### src/rtl/waveform_streamer.sv
// rtl/waveform_streamer.sv - frames waveform buffer samples into a byte stream for a UART.
// Optional trailing XOR checksum byte: define WAVE_STREAMER_CHECKSUM_EN.
module waveform_streamer #(
    parameter int NUM_SAMPLES = 1000,
    parameter int ADDR_W      = 10
) (
    input  logic              sys_clk,
    input  logic              reset_n,
    input  logic              start,
    input  logic [15:0]       wave_number,
    output logic [ADDR_W-1:0] rd_addr,
    input  logic [13:0]       rd_data,
    output logic [7:0]        tx_data,
    output logic              tx_valid,
    input  logic              tx_ready,
    output logic              busy,
    output logic              done
);

    localparam logic [ADDR_W-1:0] LAST_IDX = ADDR_W'(NUM_SAMPLES - 1);

`ifdef WAVE_STREAMER_CHECKSUM_EN
    typedef enum logic [2:0] {
        IDLE, HDR, FETCH, WAIT, SAMP_HI, SAMP_LO, CSUM, DONE
    } state_t;
`else
    typedef enum logic [2:0] {
        IDLE, HDR, FETCH, WAIT, SAMP_HI, SAMP_LO, DONE
    } state_t;
`endif

    state_t            state_q, state_d;
    logic [1:0]        bcnt_q, bcnt_d;
    logic [ADDR_W-1:0] idx_q, idx_d;
    logic [15:0]       wave_q, wave_d;
    logic [13:0]       samp_q, samp_d;

    // The index register doubles as the read address so it holds while idle.
    assign rd_addr = idx_q;

    always_ff @(posedge sys_clk or negedge reset_n) begin
        if (!reset_n) begin
            state_q <= IDLE;
            bcnt_q  <= '0;
            idx_q   <= '0;
            wave_q  <= '0;
            samp_q  <= '0;
        end else begin
            state_q <= state_d;
            bcnt_q  <= bcnt_d;
            idx_q   <= idx_d;
            wave_q  <= wave_d;
            samp_q  <= samp_d;
        end
    end

`ifdef WAVE_STREAMER_CHECKSUM_EN
    logic [7:0] csum_q, csum_d;

    always_ff @(posedge sys_clk or negedge reset_n) begin
        if (!reset_n) begin
            csum_q <= '0;
        end else begin
            csum_q <= csum_d;
        end
    end

    // Covers every transferred byte after the 0x5A sync byte.
    always_comb begin
        csum_d = csum_q;
        if (state_q == IDLE && start) begin
            csum_d = '0;
        end else if (tx_valid && tx_ready &&
                     ((state_q == HDR && bcnt_q[1]) ||
                      state_q == SAMP_HI || state_q == SAMP_LO)) begin
            csum_d = csum_q ^ tx_data;
        end
    end
`endif

    always_comb begin
        state_d  = state_q;
        bcnt_d   = bcnt_q;
        idx_d    = idx_q;
        wave_d   = wave_q;
        samp_d   = samp_q;
        tx_valid = 1'b0;
        tx_data  = 8'h00;
        busy     = 1'b1;
        done     = 1'b0;
        case (state_q)
            IDLE: begin
                busy = 1'b0;
                if (start) begin
                    wave_d  = wave_number;
                    bcnt_d  = 2'd0;
                    state_d = HDR;
                end
            end
            HDR: begin
                tx_valid = 1'b1;
                case (bcnt_q)
                    2'd0:    tx_data = 8'hA5;
                    2'd1:    tx_data = 8'h5A;
                    2'd2:    tx_data = wave_q[15:8];
                    default: tx_data = wave_q[7:0];
                endcase
                if (tx_ready) begin
                    bcnt_d = bcnt_q + 2'd1;
                    if (bcnt_q == 2'd3) begin
                        idx_d   = '0;
                        state_d = FETCH;
                    end
                end
            end
            FETCH: state_d = WAIT;
            WAIT: begin
                samp_d  = rd_data;
                state_d = SAMP_HI;
            end
            SAMP_HI: begin
                tx_valid = 1'b1;
                tx_data  = {2'b00, samp_q[13:8]};
                if (tx_ready) begin
                    state_d = SAMP_LO;
                end
            end
            SAMP_LO: begin
                tx_valid = 1'b1;
                tx_data  = samp_q[7:0];
                if (tx_ready) begin
                    if (idx_q == LAST_IDX) begin
`ifdef WAVE_STREAMER_CHECKSUM_EN
                        state_d = CSUM;
`else
                        state_d = DONE;
`endif
                    end else begin
                        idx_d   = idx_q + 1'b1;
                        state_d = FETCH;
                    end
                end
            end
`ifdef WAVE_STREAMER_CHECKSUM_EN
            CSUM: begin
                tx_valid = 1'b1;
                tx_data  = csum_q;
                if (tx_ready) begin
                    state_d = DONE;
                end
            end
`endif
            DONE: begin
                busy    = 1'b0;
                done    = 1'b1;
                state_d = IDLE;
            end
            default: state_d = IDLE;
        endcase
    end

endmodule

### config.mk
export PLATFORM = sky130hd
export DESIGN_NAME = waveform_streamer
export DESIGN_NICKNAME = d
export VERILOG_FILES = /design/src/rtl/waveform_streamer.sv
export SDC_FILE = /design/constraint.sdc
export NUM_CORES = 1
export LEC_CHECK = 0
export CAP_MARGIN = 0
export CORE_MARGIN = 1
export CORE_UTILIZATION = 28
export CTS_CLUSTER_DIAMETER = 80
export CTS_CLUSTER_SIZE = 12
export DETAILED_ROUTE_END_ITERATION = 8
export PLACE_DENSITY = 0.57
export SYNTH_ARGS = -nofsm -noshare
export SYNTH_HDL_FRONTEND = slang
export SYNTH_SLANG_ARGS = --single-unit
### constraint.sdc
create_clock -name sys_clk -period 4.51 [get_ports sys_clk]
set_input_delay 0.902 -clock sys_clk [delete_from_list [all_inputs] [get_ports sys_clk]]
set_output_delay 0.902 -clock sys_clk [all_outputs]
set_load 0.05 [all_outputs]
==> flow_summary.ini <==
[run_status]
status = finished clean

[global_route]
grt_pass1_wl_um = 8760
gr-usage-all-layers_pct = 13.0
antenna_found_initial = 0
overflow = 0
grt_pass1_vias = 1843
grt_max_degree = 46

[layout]
utilization_pct = 38.5
fill_cells = 804
layout_commonest_cell = clkdlybuf4s50_1
antennaDiodeCount = 0
drive_above_1_share_pct = 18.4
area_growth_syn_to_layout_pct = 30.0
mostFrequentLayoutCells = clkdlybuf4s50_1, dfrtp_1, mux2_2
fin_nets = 295

[die]
core_area_um2 = 7890
num_rows = 32
num_io_pins = 55
die_area_um2 = 8720
die_x_um = 93.4
initial_core_util_pct = 29.6
die_h_um = 93.4

[clocking]
cts_tree = yes
clockRootBuffer = clkbuf_8
clkLatencyLatePin_ns = 0.30
path_clk_slew_ns = 0.08
htree_levels = 2
hold_buffers = 0
numCtsBuffers = 5
clock_path_buffers = 2
cts_setup_buffers = 0
cts.sinks = 45
cts_resized = 0

[worst_setup_path]
cp-end-kind = output port
rr_endpoint = bcnt_q[0]$_DFFE_PN0P_
startpoint_type = register
crit_arrival_ns = 2.72
path_max_fanout = 8
critPathRequiredTime_ns = 3.61
r2r_slack_ns = 2.17
worst_r2r_path_depth = 3
path_class = register to output port
r2r_start = state_q[2]$_DFFE_PN0P_

[drt]
drtAntennaViolNets = 0
drtIter0Drc = 111
viasPerCell = 4.91
totalWireLength_um = 5110
drc = 0
vias = 1758
dr.pass1.iters = 4
avgRoutedWirePerCell_um = 14.3

[placed_design]
gp_congestion = 0.781
portBuffers = 54
hpwl_um = 3670

[sta]
skew_ns = 0.0131
setup_violations = 0
worst_pin_slew_ns = 1.07
holdWs_ns = 0.511
finalCritPeriodShare_pct = 80.4
fmax_ghz = 0.276
fin_crit_ns = 3.63
hold_viol = 0
rsz0062_at_grt = no
final-max-slew-violation-count = 0
finalSetupTns_ns = 0
max-slew-margin-rel_pct = 28.3

[synth]
seq_area_frac_synth_pct = 48.2
syn_area_per_cell_um2 = 11.2
synthCells = 208
yosysWarningCount = 0
yosysUniqueCellTypes = 41
ys_ff_latch = 45
syn_nets = 247
synth_area_um2 = 2340

[hold_path]
hold_depth = 1
whs_endpoint = samp_q[6]$_DFFE_PN0N_
min_path_type = register to register
min_from = samp_q[6]$_DFFE_PN0N_

[pwr]
vdd_drop_max_uv = 609
leakage_nw = 1.24
cellPowerDensity_nw_per_um2 = 730
power_w = 0.00222

[flow_run]
maxCapViolations = 0
==> critical path: stages, from the launching register on <==
cell and delay, ns:
dfrtp_1 0.42, inv_1 0.10, ha_1 0.30, a21oi_1 0.10
o21ai_0 0.17, a21oi_1 0.09, a211oi_1 0.37, clkdlybuf4s50_1 0.88
==> cell type report <==
class	count	area, um^2	share of cell area [%]
multi-input combinational	148	1140	37.5
sequential	45	1130	37.1
timing repair buffer	54	536	17.6
tap	102	128	4.20
clock buffer	5	68.8	2.26
clock inverter	2	35.0	1.15
inverter	2	7.51	0.247
==> metal layers <==
| metal | GRT usage (%) | up-vias | routed length (um) |
|---|---|---|---|
| li1 | - | 852 | - |
| met1 | 17.7 | 857 | 2440 |
| met2 | 20.7 | 44 | 2380 |
| met3 | 2.85 | 5 | 237 |
| met4 | 3.46 | 0 | 61 |
| met5 | 0 | - | 0 |
==> metrics by stage <==
stage               setup slack [ns]  instance area, um^2  instances
floorplan                       1.24                 2340        208
finish                         0.884                 3040        358
global placement                1.15                 2940        351
detailed placement              1.18                 2940        351
global route                   0.672                 3040        358
CTS                            0.836                 3040        358
==> cells in the mapped netlist <==
cell / count / area share, %
a22o_1: 1 / 0.37
nand2_1: 16 / 2.6
dfrtp_1: 45 / 48
inv_1: 2 / 0.32
ha_1: 5 / 2.7
mux2i_1: 9 / 3.9
a22o_2: 1 / 0.43
or2_1: 1 / 0.27
nand3b_1: 2 / 0.64
o31a_2: 1 / 0.43
nor3b_1: 1 / 0.32
nor2_1: 7 / 1.1
and3b_1: 2 / 0.75
and3_2: 1 / 0.32
a21oi_1: 19 / 4.1
a41oi_1: 1 / 0.37
nand3_1: 2 / 0.43
clkbuf_1: 6 / 0.96
a32o_1: 2 / 0.86
buf_4: 1 / 0.32
nand2b_1: 3 / 0.80
a211oi_1: 6 / 1.9
a31oi_1: 4 / 1.1
nor4b_4: 1 / 1.0
o21ai_0: 13 / 2.8
or2b_1: 2 / 0.64
buf_2: 4 / 0.86
nor3_1: 4 / 0.86
nor3b_2: 1 / 0.54
nand4_2: 1 / 0.54
and4b_1: 1 / 0.43
buf_6: 1 / 0.48
nand4b_1: 1 / 0.37
a211o_1: 1 / 0.37
and3_1: 1 / 0.27
buf_1: 1 / 0.16
a221o_1: 1 / 0.43
o211a_1: 1 / 0.43
mux2_2: 33 / 16
a21o_1: 1 / 0.32
nor2b_1: 2 / 0.54
==> where the power goes <==
group / total [W] / leakage, nW / switching, W / internal (W)
sequential: 0.000754 / 0.552 / 0.000180 / 0.000575
combinational: 0.00117 / 0.637 / 0.000659 / 0.000510
clock: 0.000294 / 0.0540 / 0.000133 / 0.000161
total: 0.00222 / 1.24 / 0.000972 / 0.00125
==> sequential cells by signal (all words and copies together) (netlist names) <==
| name | flops |
|---|---|
| wave_q | 16 |
| bcnt_q | 2 |
| rd_addr | 10 |
| state_q | 3 |
| samp_q | 14 |
==> worst max path at each step <==
stage	start	end	slack, ns
after floorplan	bcnt_q[0]$_DFFE_PN0P_	tx_data[0]	1.24
after global placement	bcnt_q[0]$_DFFE_PN0P_	tx_data[0]	1.15
after detailed placement	bcnt_q[0]$_DFFE_PN0P_	tx_data[2]	1.18
after CTS	bcnt_q[0]$_DFFE_PN0P_	tx_data[0]	0.84
after global routing	bcnt_q[0]$_DFFE_PN0P_	tx_data[1]	0.67
final	bcnt_q[0]$_DFFE_PN0P_	tx_data[2]	0.88
==> kinds of logic after synthesis <==
logic type | Yosys count | synth area share, %
and+or+nand+nor | 49 | 12.4
muxes | 42 | 19.8
adders and majority gates | 5 | 2.68
DFF | 45 | 48.2
buffers and inverters | 15 | 3.10
AOI/OAI and AO/OA | 52 | 13.9
No activity file was read; power rests on OpenSTA's default activity.
